<file path="src/rtl/logical_unit_mc.sv">
// Multi-cycle logical unit: single-cycle bitwise ops plus iterative CPOP/CLZ,
// with valid/ready handshakes on both sides and a synchronous flush.
module logical_unit_mc #(
   parameter int unsigned size  = 32,
   parameter int unsigned CHUNK = 8
) (
   input  logic            clk,
   input  logic            reset,
   input  logic            flush,
   input  logic            in_valid,
   output logic            in_ready,
   input  logic [size-1:0] A,
   input  logic [size-1:0] B,
   input  logic [2:0]      Sel,
   output logic            out_valid,
   input  logic            out_ready,
   output logic [size-1:0] S,
   output logic            busy
);

   localparam int unsigned N    = size / CHUNK;
   localparam int unsigned CntW = (N > 1) ? $clog2(N) : 1;
   localparam int unsigned AccW = $clog2(size + 1);

   typedef enum logic [1:0] {StIdle, StBusy, StDone} state_e;

   state_e            state_q, state_d;
   logic [size-1:0]   a_q, a_d;
   logic              clz_q, clz_d;
   logic [CntW-1:0]   cnt_q, cnt_d;
   logic [AccW-1:0]   acc_q, acc_d;
   logic              seen_q, seen_d;
   logic [size-1:0]   s_q, s_d;

   logic              accept;
   logic [CHUNK-1:0]  slice;
   logic [AccW-1:0]   slice_pop, slice_lz;
   logic              slice_hit;
   logic [AccW-1:0]   acc_step;
   logic              seen_step;
   logic [size-1:0]   bitwise;

   assign in_ready  = (state_q == StIdle) & ~flush;
   assign accept    = in_valid & in_ready;
   assign out_valid = (state_q == StDone);
   assign busy      = (state_q != StIdle);
   assign S         = s_q;

   // The operand register shifts left each cycle, so the top slice is always the current one.
   assign slice = a_q[size-1 -: CHUNK];

   always_comb begin
      slice_pop = '0;
      slice_lz  = '0;
      slice_hit = 1'b0;
      for (int i = CHUNK - 1; i >= 0; i--) begin
         slice_pop = slice_pop + AccW'(slice[i]);
         if (slice[i]) begin
            slice_hit = 1'b1;
         end else if (!slice_hit) begin
            slice_lz = slice_lz + AccW'(1);
         end
      end
   end

   always_comb begin
      acc_step  = acc_q;
      seen_step = seen_q;
      if (clz_q) begin
         if (!seen_q) begin
            acc_step  = acc_q + slice_lz;
            seen_step = |slice;
         end
      end else begin
         acc_step = acc_q + slice_pop;
      end
   end

   always_comb begin
      bitwise = '0;
      unique case (Sel)
         3'd0:    bitwise = A ^ B;
         3'd1:    bitwise = A | B;
         3'd2:    bitwise = A & B;
         3'd4:    bitwise = ~(A ^ B);
         3'd5:    bitwise = A & ~B;
         default: bitwise = '0;
      endcase
   end

   always_comb begin
      state_d = state_q;
      a_d     = a_q;
      clz_d   = clz_q;
      cnt_d   = cnt_q;
      acc_d   = acc_q;
      seen_d  = seen_q;
      s_d     = s_q;
      unique case (state_q)
         StIdle: begin
            if (accept) begin
               if (Sel[2:1] == 2'b11) begin
                  a_d     = A;
                  clz_d   = Sel[0];
                  cnt_d   = '0;
                  acc_d   = '0;
                  seen_d  = 1'b0;
                  state_d = StBusy;
               end else begin
                  s_d     = bitwise;
                  state_d = StDone;
               end
            end
         end
         StBusy: begin
            a_d    = a_q << CHUNK;
            acc_d  = acc_step;
            seen_d = seen_step;
            cnt_d  = cnt_q + CntW'(1);
            // Last slice: publish the final count on the same edge.
            if (cnt_q == CntW'(N - 1)) begin
               cnt_d   = '0;
               s_d     = {{(size - AccW){1'b0}}, acc_step};
               state_d = StDone;
            end
         end
         StDone: begin
            if (out_ready) begin
               state_d = StIdle;
            end
         end
         default: state_d = StIdle;
      endcase
      if (flush) begin
         state_d = StIdle;
         s_d     = '0;
         cnt_d   = '0;
         acc_d   = '0;
         seen_d  = 1'b0;
      end
   end

   always_ff @(posedge clk or negedge reset) begin
      if (!reset) begin
         state_q <= StIdle;
         a_q     <= '0;
         clz_q   <= 1'b0;
         cnt_q   <= '0;
         acc_q   <= '0;
         seen_q  <= 1'b0;
         s_q     <= '0;
      end else begin
         state_q <= state_d;
         a_q     <= a_d;
         clz_q   <= clz_d;
         cnt_q   <= cnt_d;
         acc_q   <= acc_d;
         seen_q  <= seen_d;
         s_q     <= s_d;
      end
   end

endmodule

</file>
<file path="config.mk">
export PLATFORM = sky130hd
export DESIGN_NAME = logical_unit_mc
export DESIGN_NICKNAME = d
export VERILOG_FILES = /design/src/rtl/logical_unit_mc.sv
export SDC_FILE = /design/constraint.sdc
export NUM_CORES = 1
export LEC_CHECK = 0
export CAP_MARGIN = 10
export CORE_ASPECT_RATIO = 0.9
export CORE_MARGIN = 3
export CORE_UTILIZATION = 55
export DETAILED_ROUTE_END_ITERATION = 8
export PLACE_DENSITY = 0.83
export SETUP_SLACK_MARGIN = 0.05
export SLEW_MARGIN = 20
export SYNTH_ARGS = -nofsm -noshare
export SYNTH_HDL_FRONTEND = slang
export SYNTH_SLANG_ARGS = --single-unit
</file>
<file path="constraint.sdc">
create_clock -name clk -period 11.8 [get_ports clk]
set_input_delay 1.18 -clock clk [delete_from_list [all_inputs] [get_ports clk]]
set_output_delay 1.18 -clock clk [all_outputs]
set_load 0.03 [all_outputs]
</file>
==> results.md <==
- Max_cap viols: 0
- Busiest layer in global routing: met2
- Initial antenna violation count: 0
- Pre-CTS setup slack: 6750 ps
- Storage element area: 1900 um2
- Register bit total from synthesis: between 70 and 80
- Starting density of the core: 56.7%
- Setup Skew: around 9.2 ps
- Fin nets: just under 1,000
- Period utilization: 43.1%
- Hold Crit Class: reg2reg
- GR Overflow Total: 0
- Sum Neg Setup Slack: 0 ps
- Status: completed
- Commonest non-fill, non-tap cell in the layout: nor2_1
- Average wire per standard cell: 17.2 um
- YS warnings: 0
- Area grow syn2layout: 24.1%
- Clock Latency Late Sink: 340 ps
- Antenna-violating nets left: 0
- Worst R2R End: acc_q[5]
- Count of filler cells inserted in the layout: 826
- Critical path required time: 12,060 ps
- Total number of vias: 5,715
- RD Place Congestion: 0.861
- CP Data Arrival Time: 5350 ps
- Vias per Instance: 5.89
- Htree depth: 3
- Chip width: 115 um
- Slew Viols, Final: 0
- Tmin final: 5090 ps
- # DRC: 0
- GRT met3 Usage: ~5.8%
- Worst Setup Start Kind: register
- # rows: 35
- Sinks on the clock net: 76
- Worst-path fanout max: 4
- CTS max path bufs: 2
- Die area: 11,900 um2
- Yosys cell types: 54
- Slew headroom: about a quarter
- Placed cell area: 6930 um2
- Number of synthesized flops with an enable pin: 0
- Final hold violations: 0
- Least-Margin Pin Slew: ~1100 ps
- First-pass GRT wire length: 27,200 um
- RSZ-0062 raised after global routing: false
- Cts hold-fix bufs: 0
- Max Clock Freq: 197 MHz
- Met2 Use GR: between 40 and 50%
- Post-DP HPWL: between 10,000 and 15,000 um
- Most frequent cells in the layout: nor2_1 (105), clkdlybuf4s50_1 (103), inv_1 (96)
- R2R setup slack: 6710 ps
- Multi-input logic area: around 3400 um2
- Largest net degree at the start of global routing: 77
- Hold Path End: S[13]
- Maximum vdd drop: 0.000108 V
- CTS Buf Count: 9
- Primary FF master, synth: dfrtp_1
- Hold slack: between 400 and 500 ps
- Mean Syn Cell Area: slightly below 8 um2
- Reg clk slew, reported paths: ~60 ps
- Share of cells above drive strength 1: 4.76%
- Critical path class: reg2reg
- Final setup vio count: 0
- Sequential-to-total area share from yosys stat: 32.6%
- Die Ht: 104 um
- Vias in the first global route: between 5,000 and 6,000
- GR Util met1: 38.1%
- I/O Buffers: between 100 and 150
- Post-route setup slack: 6710 ps
- Post-CTS Setup Bufs: 0
- Net Count, Synth: 883
- Total power: 1.04 mW
- Cell depth of the worst flop-to-flop path: 20
- Min-Delay Path Depth: 2
- Fraction of registers with async set/reset: 100%
- Drt pass-1 iters: 7
- Post_cts resized: 0
- Worst R2R Start: a_q[30]
- Critical Path End Type: register
- Final Cell Area: 7250 um2
- Syn Std Cell Area: 5840 um2
- Leakage power total: 3.41 nW
- N_diodes: 0
- Clock root buffer: clkbuf_16
- DRT Wirelength: 16,600 um
- Ports: 107
- All-Layer GR Usage: ~28%
- Core area: 10,300 um2
- HP Start: S[13]
- Post-Synthesis Cells: 756
- CTS tree: built
- PD cells: 143 nW/um2
- DR iter-0 viols: around 580
## stage by stage
| step | util (%) | std cells |
|---|---|---|
| 2_1_floorplan | - | 756 |
| 3_3_place_gp | 67.2 | 953 |
| 3_5_place_dp | 67.3 | 953 |
| 4_1_cts | 70.3 | 969 |
| 5_1_grt | 70.4 | 970 |
| 6_report | 70.4 | 970 |
## critical path, cell delays in order, from the launching register on
cell and delay [ps]:
dfrtp_1 420, inv_1 120, nor2_1 150, ha_1 280, a21oi_1 220, inv_1 70, ha_1 270, a21o_1 170
ha_1 320, o31a_1 290, ha_1 280, mux2_2 260, o31a_1 290, ha_1 310, a211oi_1 350, o21bai_1 130
a21oi_1 200, xnor2_1 160, a32oi_2 90, or4_2 550, o21ai_1 90
## synth_stat cells, drive strengths merged (2+ instances only)
library cell	n	area share, %
a211oi	23	3.0
a21o	6	0.79
a21oi	56	4.8
a22o	7	1.1
a31o	2	0.30
a31oi	9	0.96
and2	2	0.24
buf	17	1.2
clkbuf	27	1.7
dfrtp	76	33
fa	6	2.1
ha	49	11
inv	96	6.2
mux2	3	0.58
mux2i	17	2.9
nand2	70	4.5
nand2b	3	0.32
nand3	13	1.2
nand3b	2	0.26
nand4	5	0.54
nor2	106	6.8
nor2b	5	0.54
nor3	7	0.69
nor4	2	0.47
o211ai	2	0.34
o21ai	79	6.8
o221ai	4	0.60
o22a	9	1.4
o22ai	25	2.7
o31a	2	0.30
or3	3	0.32
xnor2	5	0.75
xor2	5	0.75
## state kept, by name, summed over array words and instances, names as in the netlist
| register | count |
|---|---|
| state_q | 2 |
| clz_q | 1 |
| cnt_q | 2 |
| acc_q | 6 |
| seen_q | 1 |
| S | 32 |
| a_q | 32 |
## worst max path at each step
| stage | to | cells after the start | slack (ps) | start |
|---|---|---|---|---|
| after floorplan | acc_q[5] | 20 | 7130 | a_q[30] |
| after global placement | acc_q[5] | 20 | 6940 | a_q[30] |
| after detailed placement | acc_q[5] | 20 | 6750 | a_q[30] |
| after CTS | acc_q[5] | 20 | 6730 | a_q[30] |
| after global routing | acc_q[5] | 20 | 6400 | a_q[30] |
| final | acc_q[5] | 20 | 6710 | a_q[30] |
## layer usage
metal | share of wire [%] | up-vias
li1 | - | 2751
met1 | 43 | 2739
met2 | 49 | 204
met3 | 6.6 | 21
met4 | 1.1 | 0
met5 | 0 | -
## cell families (layout without fill, tap and decap cells)
family	after synthesis	count (layout)	share of synthesized area, %
muxes	20	20	3.49
DFF	76	76	32.6
xor gates and xnor gates	10	10	1.50
adders and majority gates	55	55	12.6
AOI/OAI and AO/OA	233	233	24.3
buffers and inverters	140	225	9.15
and+or+nand+nor	222	222	16.4
## layout make-up
type | instances | share of cell area, %
Multi-Input combinational cell | 540 | 47.0
Inverter | 96 | 4.97
Timing Repair Buffer | 113 | 15.3
Tap cell | 129 | 2.23
Clock buffer | 13 | 3.59
Clock inverter | 3 | 0.622
Sequential cell | 76 | 26.2
## where the power goes
group / internal [mW] / leakage (nW) / total [mW] / switching (mW)
Combinational: 0.178 / 2.29 / 0.404 / 0.226
Clock: 0.176 / 0.142 / 0.287 / 0.111
Sequential: 0.304 / 0.977 / 0.347 / 0.0427
Total: 0.658 / 3.41 / 1.04 / 0.379
(Power assumes the default switching activity.)
